$ cat src/rtl/palindrome_tx.sv
// Serial palindrome transmitter: sends a WIDTH-bit word MSB first, then its mirror image.
// Build option PAL_ODD_EN: odd-length frames (centre bit d0 sent once, 2*WIDTH-1 bits).
module palindrome_tx #(
    parameter int unsigned WIDTH = 4
) (
    input  logic             clk,
    input  logic             reset,
    input  logic [WIDTH-1:0] data_i,
    input  logic             valid_i,
    output logic             ready_o,
    output logic             x_o,
    output logic             x_valid_o,
    output logic             last_o
);

    localparam int unsigned CW = $clog2(WIDTH);
    localparam logic [CW-1:0] LAST = CW'(WIDTH - 1);
`ifdef PAL_ODD_EN
    localparam logic [CW-1:0] REV_START = CW'(1);
`else
    localparam logic [CW-1:0] REV_START = CW'(0);
`endif

    typedef enum logic [1:0] {
        IDLE = 2'd0,
        FWD  = 2'd1,
        REV  = 2'd2
    } state_t;

    state_t           state, state_n;
    logic [CW-1:0]    cnt, cnt_n;
    logic [WIDTH-1:0] d, d_n;
    logic             x_n, x_valid_n, last_n;

    assign ready_o = (state == IDLE) & reset;

    // Next state, then outputs derived from the next state so they line up with it.
    always_comb begin
        state_n   = state;
        cnt_n     = cnt;
        d_n       = d;
        x_n       = 1'b0;
        x_valid_n = 1'b0;
        last_n    = 1'b0;

        case (state)
            IDLE: begin
                if (valid_i && ready_o) begin
                    state_n = FWD;
                    cnt_n   = '0;
                    d_n     = data_i;
                end
            end
            FWD: begin
                if (cnt == LAST) begin
                    state_n = REV;
                    cnt_n   = REV_START;
                end else begin
                    cnt_n = cnt + CW'(1);
                end
            end
            REV: begin
                if (cnt == LAST) begin
                    state_n = IDLE;
                    cnt_n   = '0;
                end else begin
                    cnt_n = cnt + CW'(1);
                end
            end
            default: begin
                state_n = IDLE;
                cnt_n   = '0;
            end
        endcase

        case (state_n)
            FWD: begin
                x_valid_n = 1'b1;
                x_n       = d_n[LAST - cnt_n];
            end
            REV: begin
                x_valid_n = 1'b1;
                x_n       = d_n[cnt_n];
                last_n    = (cnt_n == LAST);
            end
            default: begin
                x_valid_n = 1'b0;
            end
        endcase
    end

    always_ff @(posedge clk) begin
        if (!reset) begin
            state     <= IDLE;
            cnt       <= '0;
            d         <= '0;
            x_o       <= 1'b0;
            x_valid_o <= 1'b0;
            last_o    <= 1'b0;
        end else begin
            state     <= state_n;
            cnt       <= cnt_n;
            d         <= d_n;
            x_o       <= x_n;
            x_valid_o <= x_valid_n;
            last_o    <= last_n;
        end
    end

endmodule
$ cat config.mk
export PLATFORM = sky130hd
export DESIGN_NAME = palindrome_tx
export DESIGN_NICKNAME = d
export VERILOG_FILES = /design/src/rtl/palindrome_tx.sv
export SDC_FILE = /design/constraint.sdc
export NUM_CORES = 1
export LEC_CHECK = 0
export BUFFER_PORTS_ARGS = -buffer_cell sky130_fd_sc_hd__buf_2
export CAP_MARGIN = 20
export CORE_AREA = 2 2 39 41
export CTS_BUF_LIST = sky130_fd_sc_hd__clkbuf_4
export CTS_CLUSTER_DIAMETER = 50
export CTS_CLUSTER_SIZE = 28
export DETAILED_ROUTE_END_ITERATION = 10
export DIE_AREA = 0 0 41 43
export PLACE_DENSITY = 0.71
export SLEW_MARGIN = 20
export SYNTH_ARGS = -nofsm -noshare
export SYNTH_HDL_FRONTEND = slang
export SYNTH_SLANG_ARGS = --single-unit
$ cat constraint.sdc
create_clock -name clk -period 1.7 [get_ports clk]
set_clock_uncertainty 0.15 [all_clocks]
set_input_delay 0 -clock clk [delete_from_list [all_inputs] [get_ports clk]]
set_output_delay 0 -clock clk [all_outputs]
set_load 0.03 [all_outputs]
# Yosys cells after proc, flatten, opt, wreduce, memory -nomap -nowiden
# Index checks and enable logic that the tools add are counted.
# totals
memories	0
mem_bits_ro	0
latch_bits	0
input_bits	7
output_inout_bits	4
ram_bits	0
register_bits	11
wordCells	37
# classes
div	0
bitwise	1
n_shift	0
mux	15
n_addsub	2
n_eq_ne	6
multipliers	0
n_reduce_logical	5
magnitude_cmp	2
# op_table
op	count
2-to-1 mux 2 bit	5
equality test 2 bit (second input constant)	4
2-to-1 mux 4 bit	2
less-than comparator 2 x 3 -> 1 bit (second input constant)	2
case mux 2 bit (3 select lines)	1
binary-select mux 1 bit (select 2 bit)	2
equality test 2 x 1 -> 1 bit (second input constant)	2
case mux 2 bit (2 select lines)	1
OR reduction 2 bit	2
2-to-1 mux 1 bit	3
adder 2 x 1 -> 2 bit (second input constant)	1
logical NOT 2 bit	1
case mux 1 bit (2 select lines)	1
AND reduction 2 bit	1
subtractor 2 bit (first input constant)	1
AND 1 bit	1
logical AND 1 bit	1

# Depth between registers and ports, before layout
# logic_depth
ltp_word	9
depth_mapped	11
ltp_nobuf	11

# Worst setup path after synthesis
# No wires, ideal clock.
# synth_path
path_type	register to register
startpoint	register state[0]
endpoint	register x_o
arrival_ns	1.703
setup_ns	0.075
slack_ns	-0.228
t_required_ns	1.475
n_path_buf	0
stages_incl_launch_ff	11
cell_sequence	dfxtp_1 > inv_1 > ha_1 > and2_4 > nand2_4 > a21oi_1 > inv_1 > ha_1 > nor2b_1 > nand2_1 > o22ai_1
# synth_rtl
item	line	text
start: declaration	30	state_t state, state_n;
start signal: assignment	101	state <= state_n;
logical NOT 2 bit *	35	assign ready_o = (state == IDLE) & reset;
AND 1 bit *	35	
net ready_o	10	output logic ready_o,
logical AND 1 bit *	48	if (valid_i && ready_o) begin
2-to-1 mux 2 bit *	48	
case mux 2 bit (3 select lines) *	46	case (state)
net state_n[0]	30	
equality test 2 bit / equality test 2 x 1 -> 1 bit (equally long branches)	76	case (state_n)
case mux 1 bit (2 select lines) *	76	
end signal: assignment	104	x_o <= x_n;
end: declaration	11	output logic x_o,
# The timed path passes the listed nets; every way through them passes the cells marked *. The select of a mux whose other input is x is not followed.
# A chain may end at the register's enable or synchronous reset.

# Worst setup path in the final report
# layout_path
startpoint	register state[0]
endpoint	register x_o
# layout_between
elab_chain_len	9
# layout_lines
item	line	text
logical NOT 2 bit	35, 46	
AND 1 bit	35	
logical AND 1 bit	48	
2-to-1 mux 2 bit	48	
case mux 2 bit (2 select lines)	46	
subtractor 2 bit	79	x_n = d_n[LAST - cnt_n];
binary-select mux 1 bit (select 2 bit)	79	
2-to-1 mux 1 bit (not written as such)	79	
case mux 1 bit (2 select lines) *	76	
# Every way passes the cells marked *; elsewhere a longest branch is shown, timed or not. The select of a mux whose other input is x is not followed.

==> impl_results.md <==
- Result of the run: finished, violations left
- Failing checks: negative setup slack
- Net count after synthesis: 76
- Design area: 986 um2
- Leakage power figure: 0.432 nW
- Launching point of the worst reg2reg path: state[0]$_SDFF_PN0_
- Area of the die: 1760 um2
- Max Cap Violations: 0
- Final Net Count: 105
- Avg Cell Area, Syn: 10.0 um2
- Placed Instance Area: 764 um2
- Commonest non-fill, non-tap cells in the layout: buf_2, dfxtp_1, buf_4
- Critical path type: reg2reg
- Minimum setup slack in the final design: -128 ps
- Final weighted congestion in routability-driven placement: 0.665
- Final period utilization: 108%
- Logic gate share of total power: 27.9%
- Worst rel slew slack: 76.7%
- Area share of the largest cell type after synthesis: 35.4%
- Kind of capture point of the worst setup path: flop
- Commonest non-fill, non-tap cell in the layout: buf_2
- Internal power: 0.479 mW
- Sinks on Clock Net: 11
- Clock-pin slew of the registers on the worst-case setup and hold paths: 60 ps
- Critical Path Most Common Cell: mux2i_1
- Endpoint of the worst-slack reg-to-reg timing path: x_o$_SDFF_PN0_
- CTS Root Buffer Type: clkbuf_4
- Final-report setup violation count: 3
- Post-detail-place hpwl: 894 um
- Max Root-Sink Buffers: 2
- Detailed-router iteration count before antenna repair: 1
- Number of hold violations in the final report: 0
- Post-layout instance count excluding filler cells: 106
- Critical path data required time: 1740 ps
- Fmax: 0.547 GHz
- Initial Utilization: 44.9%
- First-pass GRT wire length: 1970 um
- Vias in the first global route: 495
- TritonCTS clock tree: done
- Hold slack: 29.7 ps
- Maximum cell stage delay along the critical path: 370 ps
- Via count: 497
- I/O pin count: 11
- Area delta synth->final: 58.6%
- Horizontal extent of the die: 41 um
- Final wirelength: 1240 um
- Antenna violations before repair: 0
- Cell type with the highest aggregate area in the netlist: dfxtp_1
- Residual antenna-violating net count after detailed routing: 0
- Pin count of the biggest net entering global routing: 9
- Number of antenna diodes: 0
- Clk_lat worst skew: 270 ps
- Final number of max-transition violations: 0
- Register-to-Register Path Depth: 9
- Clk pwr share: 29.9%
- Syn Std Cell Area: 622 um2
- Synth cell types: 21
- Flops & latches, synth: 11
- Fraction of power spent switching nets: 27.1%
- Cell at the slowest stage of the critical path: dfxtp_4
- Total design power: 0.657 mW
- Worst path cell trace: inv_4 -> ha_4 -> a21boi_4 -> buf_6 -> a22oi_2 -> nor2_4 -> mux2i_1 -> mux2i_1 -> o22ai_1
- Number of buffers added on ports: 10
- Startpoint of the worst hold path: reset
- Global-route usage over all layers: 17.1%
- Number of rows in the core area: 14
- Yosys warns: 0
- Number of cells produced by synthesis: 62
- Depth of the CTS H-tree: 1
- Least-Margin Pin Slew: 346 ps
- Class of the tightest hold or removal check: in2reg
- Flop-to-flop setup slack: -130 ps
- Clock buffer count from CTS: 3
- DRC: 0
- Hold Crit Endpoint: x_o$_SDFF_PN0_
- Category of the worst setup path launch point: flop
- Core box area: 1380 um2
- Footprint of the multi-input gates: 499 um2
- Biggest fanout along the worst timing path: 5
- Detailed-route wire length per cell: 11.7 um
- Power Dens Cells: 667 nW/um2
- Minimum clock period: 1830 ps
- Vias per inst: 4.69
- Max IR drop VDD: 0.498 mV
- Die span in y: 43 um
- GRT overflow: 0
- Reg power frac: 42.2%
- Top area cells in the synthesized netlist: dfxtp_1, mux2i_1, ha_1
- Arrival time worst endpoint: 1870 ps
- Reg area: 225 um2
- Net switching power: 0.178 mW
- Filler cell count in the final layout: 110
- Number of placed instances with taps included: 94
- Fin Setup TNS: -306 ps
- Part of the Yosys area used for sequential elements: 35.4%
- Setup repair after global routing missed its margin: yes
- Worst hold path depth: 4
- Count of routing violations after the opening detailed-route iteration: 0
- Fraction of layout instances using a drive strength above 1: 52.2%
## sequential cells by signal (all words and copies together), names as in the netlist
signal	count
cnt	2
d	4
last_o	1
state	2
x_o	1
x_valid_o	1
## worst max-delay path by stage
stage / end / from / depth (start not counted) / slack (ps)
floorplan: x_o$_SDFF_PN0_ / state[1]$_SDFF_PN0_ / 10 / -140
global placement: x_o$_SDFF_PN0_ / state[1]$_SDFF_PN0_ / 9 / -200
detailed placement: x_o$_SDFF_PN0_ / state[0]$_SDFF_PN0_ / 9 / -280
CTS: x_o$_SDFF_PN0_ / state[0]$_SDFF_PN0_ / 11 / -170
global route: x_o$_SDFF_PN0_ / state[0]$_SDFF_PN0_ / 9 / -220
finish: x_o$_SDFF_PN0_ / state[0]$_SDFF_PN0_ / 9 / -130
## power by group through the flow
stage          Sequential [mW]  Clock (mW)  Combinational, mW
4_1_cts                  0.274       0.198              0.153
5_1_grt                  0.279       0.216              0.201
3_3_place_gp             0.280           0              0.127
2_1_floorplan            0.284           0             0.0824
6_report                 0.277       0.197              0.183
3_5_place_dp             0.280           0              0.132
## Yosys cell counts (all sizes together)
master,number
buf,1
o21ai,3
a22oi,2
o22ai,2
nor2b,2
a21oi,2
nand2,3
dfxtp,11
and3,1
and2b,4
a21boi,1
inv,4
and2,5
mux2i,9
nor2,5
ha,7
## layout make-up
type                       count  area share, %
multi-input combinational     46           50.6
inverter                       4           2.03
clock buffer                   4           3.05
tap                           16           2.03
sequential                    11           22.8
timing repair buffer          25           19.4
## repair_timing
| action | in CTS | in global routing |
|---|---|---|
| resized for setup | 6 | 19 |
| hold endpoints to repair | 8 | 0 |
| buffers inserted | 3 | 0 |
| pin swaps | 5 | 6 |
| setup endpoints to repair | 3 | 7 |
| hold buffers | 5 | 0 |
## critical path, delay by kind of cell (launching register included)
family / cells / cell delay, ps
fa+ha+maj: 1 / 130
mux: 2 / 330
simple gates: 1 / 190
compound gates: 3 / 420
buf+inv: 2 / 180
flops: 1 / 370
## routing by layer
metal	part of all wire, %	vias up	global-route usage, %	wire [um]
met5	0	-	0	0
met4	1.1	0	14.0	14
met3	2.4	2	1.57	30
met2	48	8	25.6	596
met1	48	215	20.7	597
li1	-	272	-	-
## logic make-up after synthesis
group,share of synthesized area (%)
fa+ha+maj,14.1
simple gates,20.7
compound gates,11.1
buf+inv,4.22
flops,35.4
mux,14.5
## per-stage QoR
step                      utilization [%]  worst slack (ps)
after detailed placement             55.2              -285
after global placement               55.2              -195
after floorplan                         -              -144
final                                71.2              -128
after CTS                            63.6              -168
after global routing                 71.2              -222
Power figures use the tool's default switching activity.
